===== src/rtl/avst_timing_pkg.sv =====
// Shared constants and helpers for the Avalon-ST timing buffer.
package avst_timing_pkg;

  localparam int OVF_CNT_W = 16;

  function automatic logic [OVF_CNT_W-1:0] sat_inc(input logic [OVF_CNT_W-1:0] v);
    if (v == {OVF_CNT_W{1'b1}}) begin
      return v;
    end else begin
      return v + OVF_CNT_W'(1);
    end
  endfunction

endpackage


===== src/rtl/avst_timing_ram.sv =====
// Buffer storage: DEPTH x DATA_W, one synchronous write port, asynchronous read.
module avst_timing_ram #(
  parameter int DATA_W = 8,
  parameter int DEPTH  = 4,
  parameter int AW     = $clog2(DEPTH)
) (
  input  logic              clk,
  input  logic              we,
  input  logic [AW-1:0]     waddr,
  input  logic [DATA_W-1:0] wdata,
  input  logic [AW-1:0]     raddr,
  output logic [DATA_W-1:0] rdata
);

  logic [DATA_W-1:0] mem_q [DEPTH];

  always_ff @(posedge clk) begin
    if (we) begin
      mem_q[waddr] <= wdata;
    end
  end

  assign rdata = mem_q[raddr];

endmodule


===== src/rtl/avalon_st_timing_buffer.sv =====
// First-word-fall-through Avalon-ST buffer for a non-backpressurable source.
// Define AVST_TIMING_BUF_OVF_CNT_EN to build the saturating dropped-beat counter.
module avalon_st_timing_buffer
  import avst_timing_pkg::*;
#(
  parameter int DATA_W = 8,
  parameter int DEPTH  = 4,
  parameter int LVL_W  = $clog2(DEPTH+1)
) (
  input  logic                 clk,
  input  logic                 reset_n,
  input  logic                 in_valid,
  input  logic [DATA_W-1:0]    in_data,
  output logic                 out_valid,
  output logic [DATA_W-1:0]    out_data,
  input  logic                 out_ready,
  output logic [LVL_W-1:0]     level,
  output logic                 overflow,
  input  logic                 ovf_clear,
  output logic [OVF_CNT_W-1:0] ovf_count
);

  localparam int PTR_W = $clog2(DEPTH);
  localparam logic [LVL_W-1:0] FULL_LVL = LVL_W'(DEPTH);
  localparam logic [LVL_W-1:0] LVL_ONE  = LVL_W'(1);
  localparam logic [PTR_W-1:0] PTR_ONE  = PTR_W'(1);

  logic [PTR_W-1:0] wr_ptr_q, wr_ptr_d;
  logic [PTR_W-1:0] rd_ptr_q, rd_ptr_d;
  logic [LVL_W-1:0] level_q, level_d;
  logic             out_valid_q, out_valid_d;
  logic             overflow_q, overflow_d;
  logic             do_rd, do_wr, do_drop;

  // A full buffer still accepts a beat when the head leaves in the same cycle.
  always_comb begin
    do_rd   = out_ready && (level_q != '0);
    do_wr   = in_valid && ((level_q != FULL_LVL) || do_rd);
    do_drop = in_valid && (level_q == FULL_LVL) && !out_ready;

    wr_ptr_d = do_wr ? wr_ptr_q + PTR_ONE : wr_ptr_q;
    rd_ptr_d = do_rd ? rd_ptr_q + PTR_ONE : rd_ptr_q;

    case ({do_wr, do_rd})
      2'b10:   level_d = level_q + LVL_ONE;
      2'b01:   level_d = level_q - LVL_ONE;
      default: level_d = level_q;
    endcase

    out_valid_d = (level_d != '0);

    if (do_drop) begin
      overflow_d = 1'b1;
    end else if (ovf_clear) begin
      overflow_d = 1'b0;
    end else begin
      overflow_d = overflow_q;
    end
  end

  always_ff @(posedge clk) begin
    if (!reset_n) begin
      wr_ptr_q    <= '0;
      rd_ptr_q    <= '0;
      level_q     <= '0;
      out_valid_q <= 1'b0;
      overflow_q  <= 1'b0;
    end else begin
      wr_ptr_q    <= wr_ptr_d;
      rd_ptr_q    <= rd_ptr_d;
      level_q     <= level_d;
      out_valid_q <= out_valid_d;
      overflow_q  <= overflow_d;
    end
  end

`ifdef AVST_TIMING_BUF_OVF_CNT_EN
  logic [OVF_CNT_W-1:0] ovf_count_q, ovf_count_d;

  // Clear takes precedence over a same-cycle drop.
  always_comb begin
    if (ovf_clear) begin
      ovf_count_d = '0;
    end else if (do_drop) begin
      ovf_count_d = sat_inc(ovf_count_q);
    end else begin
      ovf_count_d = ovf_count_q;
    end
  end

  always_ff @(posedge clk) begin
    if (!reset_n) begin
      ovf_count_q <= '0;
    end else begin
      ovf_count_q <= ovf_count_d;
    end
  end

  assign ovf_count = ovf_count_q;
`else
  assign ovf_count = {OVF_CNT_W{1'b0}};
`endif

  avst_timing_ram #(
    .DATA_W (DATA_W),
    .DEPTH  (DEPTH)
  ) u_ram (
    .clk   (clk),
    .we    (do_wr && reset_n),
    .waddr (wr_ptr_q),
    .wdata (in_data),
    .raddr (rd_ptr_q),
    .rdata (out_data)
  );

  assign out_valid = out_valid_q;
  assign level     = level_q;
  assign overflow  = overflow_q;

endmodule


===== config.mk =====
export PLATFORM = sky130hd
export DESIGN_NAME = avalon_st_timing_buffer
export DESIGN_NICKNAME = d
export VERILOG_FILES = /design/src/rtl/avst_timing_pkg.sv /design/src/rtl/avst_timing_ram.sv /design/src/rtl/avalon_st_timing_buffer.sv
export SDC_FILE = /design/constraint.sdc
export NUM_CORES = 1
export LEC_CHECK = 0
export CAP_MARGIN = 25
export CORE_MARGIN = 4
export CORE_UTILIZATION = 47
export CTS_BUF_LIST = sky130_fd_sc_hd__clkbuf_8
export DETAILED_ROUTE_END_ITERATION = 7
export GPL_TIMING_DRIVEN = 0
export PLACE_DENSITY = 0.84
export SYNTH_ARGS = -nofsm -noshare
export SYNTH_HDL_FRONTEND = slang
export SYNTH_SLANG_ARGS = --single-unit

===== constraint.sdc =====
create_clock -name clk -period 6.2 [get_ports clk]
set_input_delay 1.24 -clock clk [delete_from_list [all_inputs] [get_ports clk]]
set_output_delay 1.24 -clock clk [all_outputs]
set_load 0.01 [all_outputs]

==> Yosys cells after proc, flatten, opt, wreduce, memory -nomap -nowiden <==
Memory sizes are Yosys's and may differ from the RTL's. A register that Yosys moved wholly into a read port is not among the register bits.
Cells that the tools add are included.
{ "word_totals": {"ram_bits": 32, "wordCells": 31, "memories": 1, "output_inout_bits": 29, "ff_bits": 9} }
{ "mem_list": {"columns": ["name", "words", "word_bits", "read_ports", "rd_clocked_by_memory_dff", "write_ports", "line_no", "text"], "rows": [
  ["u_ram.mem_q", 4, 8, 1, 1, 1, "avst_timing_ram.sv:15", "logic [DATA_W-1:0] mem_q [DEPTH];"]
]} }
{ "op_classes": {"n_mux": 7, "reduce_logical": 10, "n_eq_ne": 4, "add_sub_neg": 4} }
{ "ops": {"columns": ["operator", "n"], "rows": [
  ["case mux 3 bit (2 select lines)", 1],
  ["nonzero test 3 bit", 2],
  ["logical AND 1 bit", 5],
  ["adder 2 x 1 -> 2 bit (second input constant)", 2],
  ["2-to-1 mux 1 bit", 4],
  ["2-to-1 mux 2 bit", 2],
  ["adder 3 x 1 -> 3 bit (second input constant)", 1],
  ["equality test 3 bit (second input constant)", 1],
  ["!= test 3 bit (second input constant)", 1],
  ["subtractor 3 x 1 -> 3 bit (second input constant)", 1],
  ["equality test 2 x 1 -> 1 bit (second input constant)", 1],
  ["equality test 2 bit (second input constant)", 1],
  ["nonzero test 2 bit", 1],
  ["logical NOT 1 bit", 1],
  ["logical OR 1 bit", 1]
]} }

==> Longest topological paths before layout <==
Gate-level depths: netlist (run 1).
{ "depth": {"depth_word": 7, "depth_mapped": 9, "ltp_nobuf": 8} }

==> Modules after synthesis <==
From an unflattened synthesis (run 1), not the netlist that was laid out.
{ "unflattened": {"hier_cells": 130, "area_unflattened_um2": 1888.1} }
{ "by_module_without_submodules": {"columns": ["module", "area_each_um2", "instances", "cells_each", "seq_area_each_um2"], "rows": [
  ["avst_timing_ram", 1188.6, 1, 46, 960.9],
  ["avalon_st_timing_buffer", 699.4, 1, 84, 180.2]
]} }

==> Worst setup path before layout (run 1) <==
OpenSTA, ideal clock, no wires.
{ "synth_path": {"kind": "in2reg", "from": "input out_ready", "to": "register out_valid_q, in the netlist out_valid", "t_arrival_ns": 2.748, "path_stages": 8, "setup_slack_ns": 3.332, "required_ns": 6.080, "cell_sequence": "buf_2 -> o21ai_2 -> nand2b_1 -> fa_1 -> and2_2 -> a31oi_4 -> o211ai_1 -> o31a_1"} }
{ "synth_via": {"elab_chain_len": 6, "elab_cells_between_ends": 7} }
{ "synth_lines": {"columns": ["element", "line_no", "text"], "rows": [
  ["start: declaration", "avalon_st_timing_buffer.sv:16", "input logic out_ready,"],
  ["logical AND 1 bit (*)", "avalon_st_timing_buffer.sv:37", "do_rd = out_ready && (level_q != '0);"],
  ["logical OR 1 bit", "avalon_st_timing_buffer.sv:38", "do_wr = in_valid && ((level_q != FULL_LVL) || do_rd);"],
  ["logical AND 1 bit", "avalon_st_timing_buffer.sv:38", null],
  ["equality test 2 x 1 -> 1 bit / equality test 2 bit (equally long branches)", "avalon_st_timing_buffer.sv:44", "case ({do_wr, do_rd})"],
  ["case mux 3 bit (2 select lines) (*)", "avalon_st_timing_buffer.sv:44", null],
  ["nonzero test 3 bit (*)", "avalon_st_timing_buffer.sv:50", "out_valid_d = (level_d != '0);"],
  ["end signal: assignment", "avalon_st_timing_buffer.sv:72", "out_valid_q <= out_valid_d;"],
  ["end: declaration", "avalon_st_timing_buffer.sv:31", "logic out_valid_q, out_valid_d;"]
]} }
Mark *: on every way between the ends. The rest lies on a longest branch, timed or not.
A chain may end at the register's enable or synchronous reset.

==> Worst setup path after layout (run 1) <==
Ends and elaborated chain as after synthesis.

==> metrics.txt, run 1 <==
run status finished, final reports clean; CP Capture Type flop; number of synthesized flops with an enable pin 32; Port Buffers 25; grt met2 use 21.65%; post-synth top area share between 40 and 50%; Synth area leaders edfxtp_1 48%, dfxtp_1 11%, mux4_2 9.0%; startpoint of the worst hold path overflow; Resized cells post-CTS 0; min cycle time layout 3.292 ns; WL per Instance 13.05 um; hold path endpoint overflow; Max Cap Viol 0; Syn Area/Cell 14.13 um^2; number of antenna-violating nets in the routed design 0; fmax 303.8 MHz; Max FO, Critical Path 10; met1 global-route usage 15.80%; via density per instance 4.763; Initial Utilization 49.46%; grt total ovfl 0; flops & latches, synth 43; R2R Setup Slk 3.98 ns; Via Count 1143; Post-synth top cells 32 x edfxtp_1, 16 x buf_4, 11 x dfxtp_1, 10 x inv_1; Worst Hold Path Cells 2; post-synth top area cell edfxtp_1; DRC errors left 0; Core Region 4058 um^2; synthesized area 2007 um^2; Distinct cells, synth 41; top-count cell post-synth edfxtp_1; Top FF cell, synth edfxtp_1; Die Wd 73.35 um; WL final 3133 um; worst setup path class in2reg; CP arrival 3.47 ns; # fillers 322; endpoints failing setup 0; hold crit path type reg2reg; reg2reg start level[0]; antenna cell count 0; Slew @ Worst Pin 0.7709 ns; share of cells above drive strength 1 between 20% and 30%; CP Launch Type input pin; Sum Neg Setup Slack 0 ns; Clock Skew 0.004320 ns; Finished Cell Area 2461 um^2; Die Y 73.35 um; LEAKAGE slightly above 0.9 nW; RD Place Congestion 0.8438; Synth Warn # 0; Period Utilization, post-route 53.09%; CTS tree yes; GR Util met3 3.967%; R2R cell count 8; Die Area 5379 um^2; Post-synth ARST share 0%; setup bufs post-CTS 0; busiest grt layer met2; Final Slew Violations 0; Hold Vio Cnt, Final 0; initial antenna violation count 0; Clock transition at path regs ~0.070 ns; DP Cell Count approximately 230; largest net degree at the start of global routing 14; Post-Synthesis Cells 142; unrepaired setup endpoints after global routing false; maximum vdd ir drop between 0.1 and 0.15 mV; clock sink total 43; normalized max-slew margin between 40% and 50%; CP Data Required Time 6.38 ns; # IOs 42; Final Non-Filler Cells 240; FP Rows 23; Root Driver clkbuf_8; vias in the first global route between 1000 and 1500; DR pass1 iterations 4; Post-Place Cell Area 2376 um^2; area delta synth->final 22.63%; DP HPWL between 2000 and 2500 um; P per Cell Area 277.4 nW/um^2; Worst R2R End out_valid; NumNets Final 207; Clock Path Buffers 2; first-pass GRT wire length 5175 um; Hold Buf Count CTS 0; GRT Util Overall 12.88%; register area share after synthesis about three fifths; # H-tree levels 2; CTS Buf Count 5; Initial DRC Count 73; clk_lat worst skew 0.29 ns
cell type report:
type / instances / area [um^2] / area share, %
timing repair buffer: 25 / 250.2 / 10.17
multi-input combinational: 80 / 669.4 / 27.20
inverter: 11 / 41.29 / 1.678
clock inverter: 3 / 16.27 / 0.6609
tap: 50 / 62.56 / 2.542
sequential: 43 / 1181 / 47.99
buffer: 23 / 171.4 / 6.965
clock buffer: 5 / 68.82 / 2.796
power breakdown:
group          internal, mW  leakage, nW  switching [mW]
Combinational         0.101        0.497          0.0807
Clock                0.0769       0.0453          0.0861
Sequential            0.328        0.381         0.00978
per-stage QoR:
step                      total power [mW]  setup slack, ns  util (%)  hold WS, ns
final                               0.6827            2.908     60.65       0.5372
after global routing                0.7238            2.823     60.65       0.5702
after CTS                           0.6918            2.925     60.65       0.5292
after detailed placement            0.5268            2.628     58.56       0.5030
after global placement              0.5232            2.614     58.56       0.5033
after floorplan                     0.4650            3.332         -       0.5348
sequential cells by signal, summed over array words and instances (netlist names), named ones only:
| name | flops |
|---|---|
| overflow | 1 |
| level | 3 |
| rd_ptr_q | 2 |
| u_ram.mem_q | 32 |
| wr_ptr_q | 2 |
| out_valid | 1 |
worst max-delay path, stage by stage:
cell and delay [ns]:
clkdlybuf4s50_1 0.54, buf_2 0.24, o21ai_2 0.09, nand2b_1 0.16
fa_1 0.39, and2_2 0.23, a31oi_4 0.17, o211ai_1 0.12
o31a_1 0.29
cells by family (layout without fill, tap and decap cells):
family	after synthesis	after routing	share of synthesized area, %
flip-flops	43	43	58.85
buffers and inverters	34	67	10.60
AND/OR/NAND/NOR	29	29	8.479
AO/OA/AOI/OAI	18	18	7.606
multiplexers	9	9	9.476
adder cells (fa/ha/maj)	5	5	3.491
XOR/XNOR	3	3	1.309
other	1	16	0.1869
layout by cell type, fill, tap and decap left out, types with 2 or more instances in the layout:
master	instances
edfxtp_1	32
xnor2_1	3
a21o_1	2
buf_6	3
buf_4	16
ha_1	4
buf_2	2
and2_2	2
inv_1	11
dfxtp_1	11
conb_1	16
clkdlybuf4s50_1	25
o211ai_1	2
nor2_1	8
and2_1	5
o31a_1	2
nor2b_1	2
a21oi_1	3
nand3_1	2
clkbuf_8	5
mux4_2	8
nand2b_1	3
how the worst max path moves through the flow:
stage / startpoint / to / slack [ns] / depth (start not counted)
after floorplan: out_ready / out_valid / 3.33 / 8
after global placement: out_ready / out_valid / 2.61 / 9
after detailed placement: out_ready / out_valid / 2.63 / 9
after CTS: out_ready / out_valid / 2.93 / 9
after global routing: out_ready / out_valid / 2.82 / 9
final: out_ready / out_valid / 2.91 / 9
metal layers:
layer,up-vias,wire [um]
met1,541,1311
met4,0,0
met3,0,212
met5,-,0
li1,566,-
met2,36,1609
No activity file was read; power rests on OpenSTA's default activity.
==> run 2, diff against run 1 <==
- PLACE_DENSITY: 0.84 -> 0.87
- clock period: 6.2 -> 2.8 ns (I/O delays scaled with it)
==> metrics.txt, run 2 (synthesized netlist as in run 1, its figures left out) <==
initial antenna violation count 0; DR pass1 iterations 4; grt total ovfl 0; worst setup margin ~0.21 ns; Die Wd 73.35 um; NumNets Final 207; Core Region 4058 um^2; CTS tree yes; fmax 386.2 MHz; DRC errors left 0; Largest Register u_ram.mem_q; DP HPWL 2295 um; DP Cell Count 232; # IOs 42; setup bufs post-CTS 0; Final Power 1.621 mW; utilization after layout 61.33%; Initial Utilization approximately 50%; worst setup path class in2reg; clk_lat worst skew 0.29 ns; Clock transition at path regs 0.08 ns; R2R cell count 8; RD Place Congestion 0.8365; vias in the first global route around 1100; Die Y about 73 um; Worst Hold Path Cells 2; Resized cells post-CTS 0; max FFs per register 32; GRT Util Overall 12.95%; CP Launch Type input pin; reg2reg start level[0]; number of antenna-violating nets in the routed design 0; CP Data Required Time 2.99 ns; WL per Instance 13.20 um; most common cell after layout, fill and taps aside edfxtp_1; first-pass GRT wire length 5092 um; Port Buffers 25; Max Cap Viol 0; endpoints failing setup 0; DP Worst Slack -0.09619 ns; startpoint of the worst hold path overflow; Die Area 5379 um^2; cells along the critical path clkdlybuf4s50_1 > buf_2 > o21ai_2 > nand2b_1 > fa_1 > and2_2 > a31oi_4 > o211ai_1 > o31a_1; critical path launch point out_ready; clock sink total 43; hold crit path type reg2reg; LEAKAGE 0.9355 nW; normalized max-slew margin between 40% and 50%; Max FO, Critical Path 10; Period Utilization, post-route 92.48%; most frequent cells in the layout 32 x edfxtp_1, 25 x clkdlybuf4s50_1, 16 x buf_4, 16 x conb_1, 11 x dfxtp_1; Via Count 1130; Final Slew Violations 0; Clock Skew 0.004436 ns; via density per instance 4.708; WHS 0.5262 ns; # H-tree levels 2; Hold Vio Cnt, Final 0; Slowest cell on crit path clkdlybuf4s50_1; delay of the slowest critical-path stage between 0.5 and 0.6 ns; largest net degree at the start of global routing 15; CP arrival 2.78 ns; Final Non-Filler Cells 240; CP Capture Type flop; antenna cell count 0; area delta synth->final 24.00%; unrepaired setup endpoints after global routing false; Root Driver clkbuf_8; WL final roughly 3200 um; Initial DRC Count between 60 and 70; FP Rows 23; CTS Buf Count 5; Clock Path Buffers 2; P per Cell Area 651.3 nW/um^2; min cycle time layout 2.589 ns; Hold Buf Count CTS 0; Slew @ Worst Pin 0.8292 ns; share of cells above drive strength 1 23.16%; run status finished, final reports clean; maximum vdd ir drop 0.3904 mV
-- run 2: cell types whose count changed in the layout (fill, tap and decap cells not counted), sizes merged --
cell      previous run  this run
clkinv               1         2
clkinvlp             1         0
bufinv               0         1
inv                 12        11
-- run 2: final cells by class --
| cell class | instances | area (um^2) |
|---|---|---|
| Sequential cell | 43 | 1181 |
| Inverter | 11 | 41.29 |
| Timing Repair Buffer | 25 | 250.2 |
| Clock inverter | 3 | 43.79 |
| Clock buffer | 5 | 68.82 |
| Multi-Input combinational cell | 80 | 669.4 |
| Fill cell | 310 | 1569 |
| Buffer | 23 | 171.4 |
| Tap cell | 50 | 62.56 |
-- run 2: stage by stage --
stage                     TNS (ns)  cell area (um^2)
after floorplan                  0              2063
after global placement    -0.08900              2376
after detailed placement   -0.1184              2376
after CTS                        0              2489
after global routing             0              2489
final                            0              2489
-- run 2: worst paths after layout --
check               to  slack [ns]
max reg2reg  out_valid        0.58
max          out_valid        0.21
min reg2reg   overflow        0.53
min           overflow        0.53
-- run 2: power by group --
part           switching [mW]  internal [mW]  total (mW)
Clock                   0.206          0.265       0.471
Sequential             0.0206          0.727       0.747
Combinational           0.179          0.224       0.403
Total                   0.405           1.22        1.62
-- run 2: worst max-delay path: cells and delay by family --
kind                     cells  cell delay (ns)
buffers and inverters        2             0.76
AND/OR/NAND/NOR              2             0.40
adder cells (fa/ha/maj)      1             0.40
AO/OA/AOI/OAI                4             0.67
-- run 2: per-layer routing --
metal	track usage [%]	wire length (um)	up-vias	part of all wire, %
li1	-	-	566	-
met1	14.95	1317	530	42
met2	21.15	1600	28	50
met3	4.241	178	6	5.6
met4	7.243	74	0	2.3
met5	0	0	-	0
==> run 3, diff against run 2 <==
- CORE_MARGIN: 4 -> 1.5
- CORE_UTILIZATION: 47 -> 40
- PLACE_DENSITY: 0.87 -> 0.78
==> metrics.txt, run 3 (synthesized netlist as in run 1, its figures left out) <==
CP arrival approximately 2.8 ns; Slowest cell on crit path clkdlybuf4s50_1; DRC errors left 0; Sw Pwr 422.5 uW; R2R Setup Slk 0.56 ns; Sum Neg Setup Slack 0 ns; area delta synth->final 24.06%; Hold Buf Count CTS 0; share of cells above drive strength 1 23.16%; via density per instance approximately 4.3; LEAKAGE roughly 0.92 nW; Max Cap Viol 0; WL final between 3000 and 4000 um; Final Non-Filler Cells ~260; first-pass GRT wire length 4843 um; FP Rows 25; worst setup margin between 0.2 and 0.25 ns; CP Launch Type input pin; maximum vdd ir drop 0.2589 mV; cells along the critical path clkdlybuf4s50_1 > buf_2 > o21ai_2 > nand2b_1 > fa_1 > and2_2 > a31oi_4 > o211ai_1 > o31a_1; NumNets Final 207; Slew @ Worst Pin just under 0.8 ns; WL per Instance 11.91 um; startpoint of the worst hold path overflow; Die Y 73.83 um; Period Utilization, post-route 92.37%; part of the power in registers 48.2%; DP Worst Slack -0.09196 ns; # H-tree levels 2; Die Area about 5500 um^2; antenna cell count 0; RD Place Congestion 0.8496; R2R cell count 8; P per Cell Area 623.0 nW/um^2; Largest Register u_ram.mem_q; # fillers roughly 410; clk_lat worst skew ~0.3 ns; Initial Utilization 41.93%; unrepaired setup endpoints after global routing false; initial antenna violation count 0; Port Buffers 25; Die Wd 73.83 um; DR pass1 iterations 4; hold crit path type reg2reg; DP Cell Count approximately 250; largest net degree at the start of global routing 16; delay of the slowest critical-path stage approximately 0.53 ns; Resized cells post-CTS 0; most frequent cells in the layout 32 x edfxtp_1, 25 x clkdlybuf4s50_1, 16 x buf_4, 16 x conb_1, 11 x dfxtp_1; setup bufs post-CTS 0; number of antenna-violating nets in the routed design 0; Root Driver clkbuf_8; CP Data Required Time 2.99 ns; Max FO, Critical Path 10; Clock transition at path regs 0.09 ns; Worst Hold Path Cells 2; most common cell after layout, fill and taps aside edfxtp_1; Sw Share a little over a quarter; max FFs per register 32; grt total ovfl 0; fmax slightly below 400 MHz; run status finished, final reports clean; Initial DRC Count 54; clock sink total 43; Core Region between 4000 and 5000 um^2; CTS tree yes; Via Count 1114; GRT Util Overall 12.41%; worst setup path class in2reg; vias in the first global route between 1000 and 1500; DP HPWL between 2000 and 2500 um; Hold Vio Cnt, Final 0; normalized max-slew margin 47.55%; Clock Power Share 25.8%; Clock Skew 0.01055 ns; reg2reg start level[0]; Worst R2R End out_valid; # IOs 42; hold path endpoint overflow; CP Capture Type flop; Final Power 1.551 mW; Logic pwr share between 20% and 30%; P_int 1.129 mW; Clock Path Buffers 2; Final Slew Violations 0; endpoints failing setup 0; min cycle time layout 2.586 ns; CTS Buf Count 5
[run 3: cell count changes in the layout (fill, tap and decap cells not counted), sizes merged]
cell / before / now
clkinv: 2 / 0
clkinvlp: 0 / 2
bufinv: 1 / 0
inv: 11 / 12
[run 3: metal layers]
layer / part of all wire [%] / global-route usage (%) / up-vias
met3: 4.1 / 4.527 / 5
li1: - / - / 569
met5: 0 / 0 / -
met1: 45 / 14.99 / 514
met2: 50 / 19.82 / 26
met4: 1.7 / 5.556 / 0
[run 3: stage by stage]
step | hold slack, ns | instance area [um^2] | util [%]
after floorplan | 0.5348 | 2063 | -
after global placement | 0.4951 | 2397 | 50.09
final | 0.5152 | 2490 | 52.03
after detailed placement | 0.5040 | 2397 | 50.09
after global routing | 0.5899 | 2490 | 52.03
after CTS | 0.5172 | 2490 | 52.03
[run 3: worst max-delay path by stage]
stage	slack, ns	startpoint	end
global route	0.11	out_ready	out_valid
CTS	0.23	out_ready	out_valid
global placement	-0.10	out_ready	out_valid
detailed placement	-0.09	out_ready	out_valid
floorplan	0.61	out_ready	out_valid
finish	0.21	out_ready	out_valid
[run 3: power groups by stage]
| stage | Combinational [mW] | Clock, mW | Sequential, mW |
|---|---|---|---|
| 4_1_cts | 0.405 | 0.413 | 0.748 |
| 6_report | 0.402 | 0.401 | 0.748 |
| 2_1_floorplan | 0.264 | 0 | 0.765 |
| 3_5_place_dp | 0.404 | 0 | 0.763 |
| 3_3_place_gp | 0.397 | 0 | 0.762 |
| 5_1_grt | 0.439 | 0.438 | 0.754 |
[run 3: area by class of cell]
type / instances / area, um^2 / area share (%)
Clock buffer: 5 / 68.82 / 2.764
Sequential cell: 43 / 1181 / 47.44
Buffer: 23 / 171.4 / 6.884
Timing Repair Buffer: 25 / 250.2 / 10.05
Multi-Input combinational cell: 80 / 669.4 / 26.88
Clock inverter: 3 / 23.77 / 0.9548
Tap cell: 67 / 83.83 / 3.367
Inverter: 11 / 41.29 / 1.658
[run 3: worst max-delay path, delay by kind of cell]
kind,cells,cell delay (ns)
AO/OA/AOI/OAI,4,0.66
buffers and inverters,2,0.77
adder cells (fa/ha/maj),1,0.39
AND/OR/NAND/NOR,2,0.40
==> RTL change, RTL diff (settings of run 1) <==
`DATA_W` is set to 8 in 2 places; all go to 6.
--- a/src/rtl/avst_timing_ram.sv
+++ b/src/rtl/avst_timing_ram.sv
@@ -1,6 +1,6 @@
 // Buffer storage: DEPTH x DATA_W, one synchronous write port, asynchronous read.
 module avst_timing_ram #(
-  parameter int DATA_W = 8,
+  parameter int DATA_W = 6,
   parameter int DEPTH  = 4,
   parameter int AW     = $clog2(DEPTH)
 ) (
--- a/src/rtl/avalon_st_timing_buffer.sv
+++ b/src/rtl/avalon_st_timing_buffer.sv
@@ -3,7 +3,7 @@
 module avalon_st_timing_buffer
   import avst_timing_pkg::*;
 #(
-  parameter int DATA_W = 8,
+  parameter int DATA_W = 6,
   parameter int DEPTH  = 4,
   parameter int LVL_W  = $clog2(DEPTH+1)
 ) (
Interface: changed (resized in_data and out_data); port bits go from 42 to 38. No check against the original RTL was run, so the function may have changed too.
==> RTL change against run 1 <==
Global-route usage grew 1.4 points. Design area shrank 19%. Routed wire length shrank 15%. Synthesized area shrank 23%. Worst setup slack lost 0.15 ns. Core utilization grew 3.3 points. Sequential power shrank 12%. Die area shrank 20%. Register-to-register slack lost 0.21 ns. Hold slack lost 0.0092 ns. Combinational power grew 8%. Sequential cell count shrank 8. Total power grew 1.4%. Critical path type unchanged. Largest power group unchanged.
==> RTL change: results (changes against run 1) <==
* Outcome: complete, no violations
* Share of synthesized area occupied by flip-flops and latches at 0.607 (+0.0189)
* DR WL met2 at 1370 um (-15%)
* Count of sequential standard cells at 35 (-19%)
* Startpoint of the most critical register-to-register path: level[2]
* Sum of routed wire segments on met1 at 1060 um (-19%)
* Total of buffers placed on input and output ports at 21 (-16%)
* Layout inverter count without the clock tree at 8 (-3)
* Global-route wire length before repair at 4370 um (-16%)
* Number of distinct library cell variants in the gate-level netlist after synthesis at 29 (-29%)
* Cell internal power dissipation at 0.507 mW (+0.21%)
* Global routing met3 resource utilization at 0.0564 (+0.0167)
* Clock group power at 0.201 mW (+23%)
* Switching portion of total power at 0.267 (+0.00847)
* Post-layout instance count excluding filler cells at 196 (-18%)
* Largest delay share family, worst path: simple AND/OR/NAND/NOR gates
* Register-to-Register Setup Slack at 3.77 ns (-0.21 ns)
* Most used standard cells in the synthesized netlist: sky130_fd_sc_hd__edfxtp_1 (24), sky130_fd_sc_hd__buf_4 (16), sky130_fd_sc_hd__dfxtp_1 (11), sky130_fd_sc_hd__inv_1 (7), sky130_fd_sc_hd__nor2_1 (7)
* Final critical-path required period at 3.45 ns (+0.155 ns)
* Highest cell delay on the worst timing path at 0.48 ns (-0.06 ns)
* Met1 usage in global routing at 0.152 (-0.00613)
* Largest net degree at the start of global routing at 13 (-1)
* Total half-perimeter wirelength after legalization and detailed placement at 1980 um (-13%)
* Max reg flops at 24 (-25%)
* Static leakage power at 0.770 nW (-17%)
* VDD IR max at 0.000207 V (+68%)
* Hold_ws at 0.528 ns (-0.00923 ns)
* Combinational share of power at 0.283 (+0.017)
* Filler instances at 264 (-18%)
* Amount of wire on met3 after detailed routing at 174 um (-18%)
* Number of vias per cell after detailed routing at 4.71 (-1.1%)
* Share of final-layout standard cells stronger than drive strength 1 at 0.257 (+0.0303)
* Cell count after placement at 188 (-19%)
* Post-placement worst setup slack at 2.51 ns (-0.123 ns)
* Non-clock buffers at 38 (-21%)
* Hold_sp: wr_ptr_q[0]
* Final setup skew at 0.00762 ns (+0.00330 ns)
* Number of well taps at 44 (-12%)
[RTL change: cell count changes after synthesis, moves of 2 or more]
cell	delta
sky130_fd_sc_hd__o21ai_0	+2
sky130_fd_sc_hd__and3_2	+4
sky130_fd_sc_hd__edfxtp_1	-8
sky130_fd_sc_hd__mux4_2	-2
sky130_fd_sc_hd__a21o_1	-2
sky130_fd_sc_hd__buf_6	-3
sky130_fd_sc_hd__nand2b_1	-3
sky130_fd_sc_hd__xor2_1	+2
sky130_fd_sc_hd__inv_1	-3
sky130_fd_sc_hd__and2_1	-4
[RTL change: cells by family (layout without fill, tap and decap cells)]
| logic type | after synthesis | after routing | share of synthesized area |
|---|---|---|---|
| compound gates | 11 | 11 | 0.0452 |
| xor+xnor | 4 | 4 | 0.0226 |
| fa+ha+maj | 6 | 6 | 0.0533 |
| buf+inv | 25 | 54 | 0.100 |
| flops | 35 | 35 | 0.607 |
| mux | 6 | 6 | 0.0872 |
| other cells | 1 | 16 | 0.00242 |
| simple gates | 20 | 20 | 0.0816 |
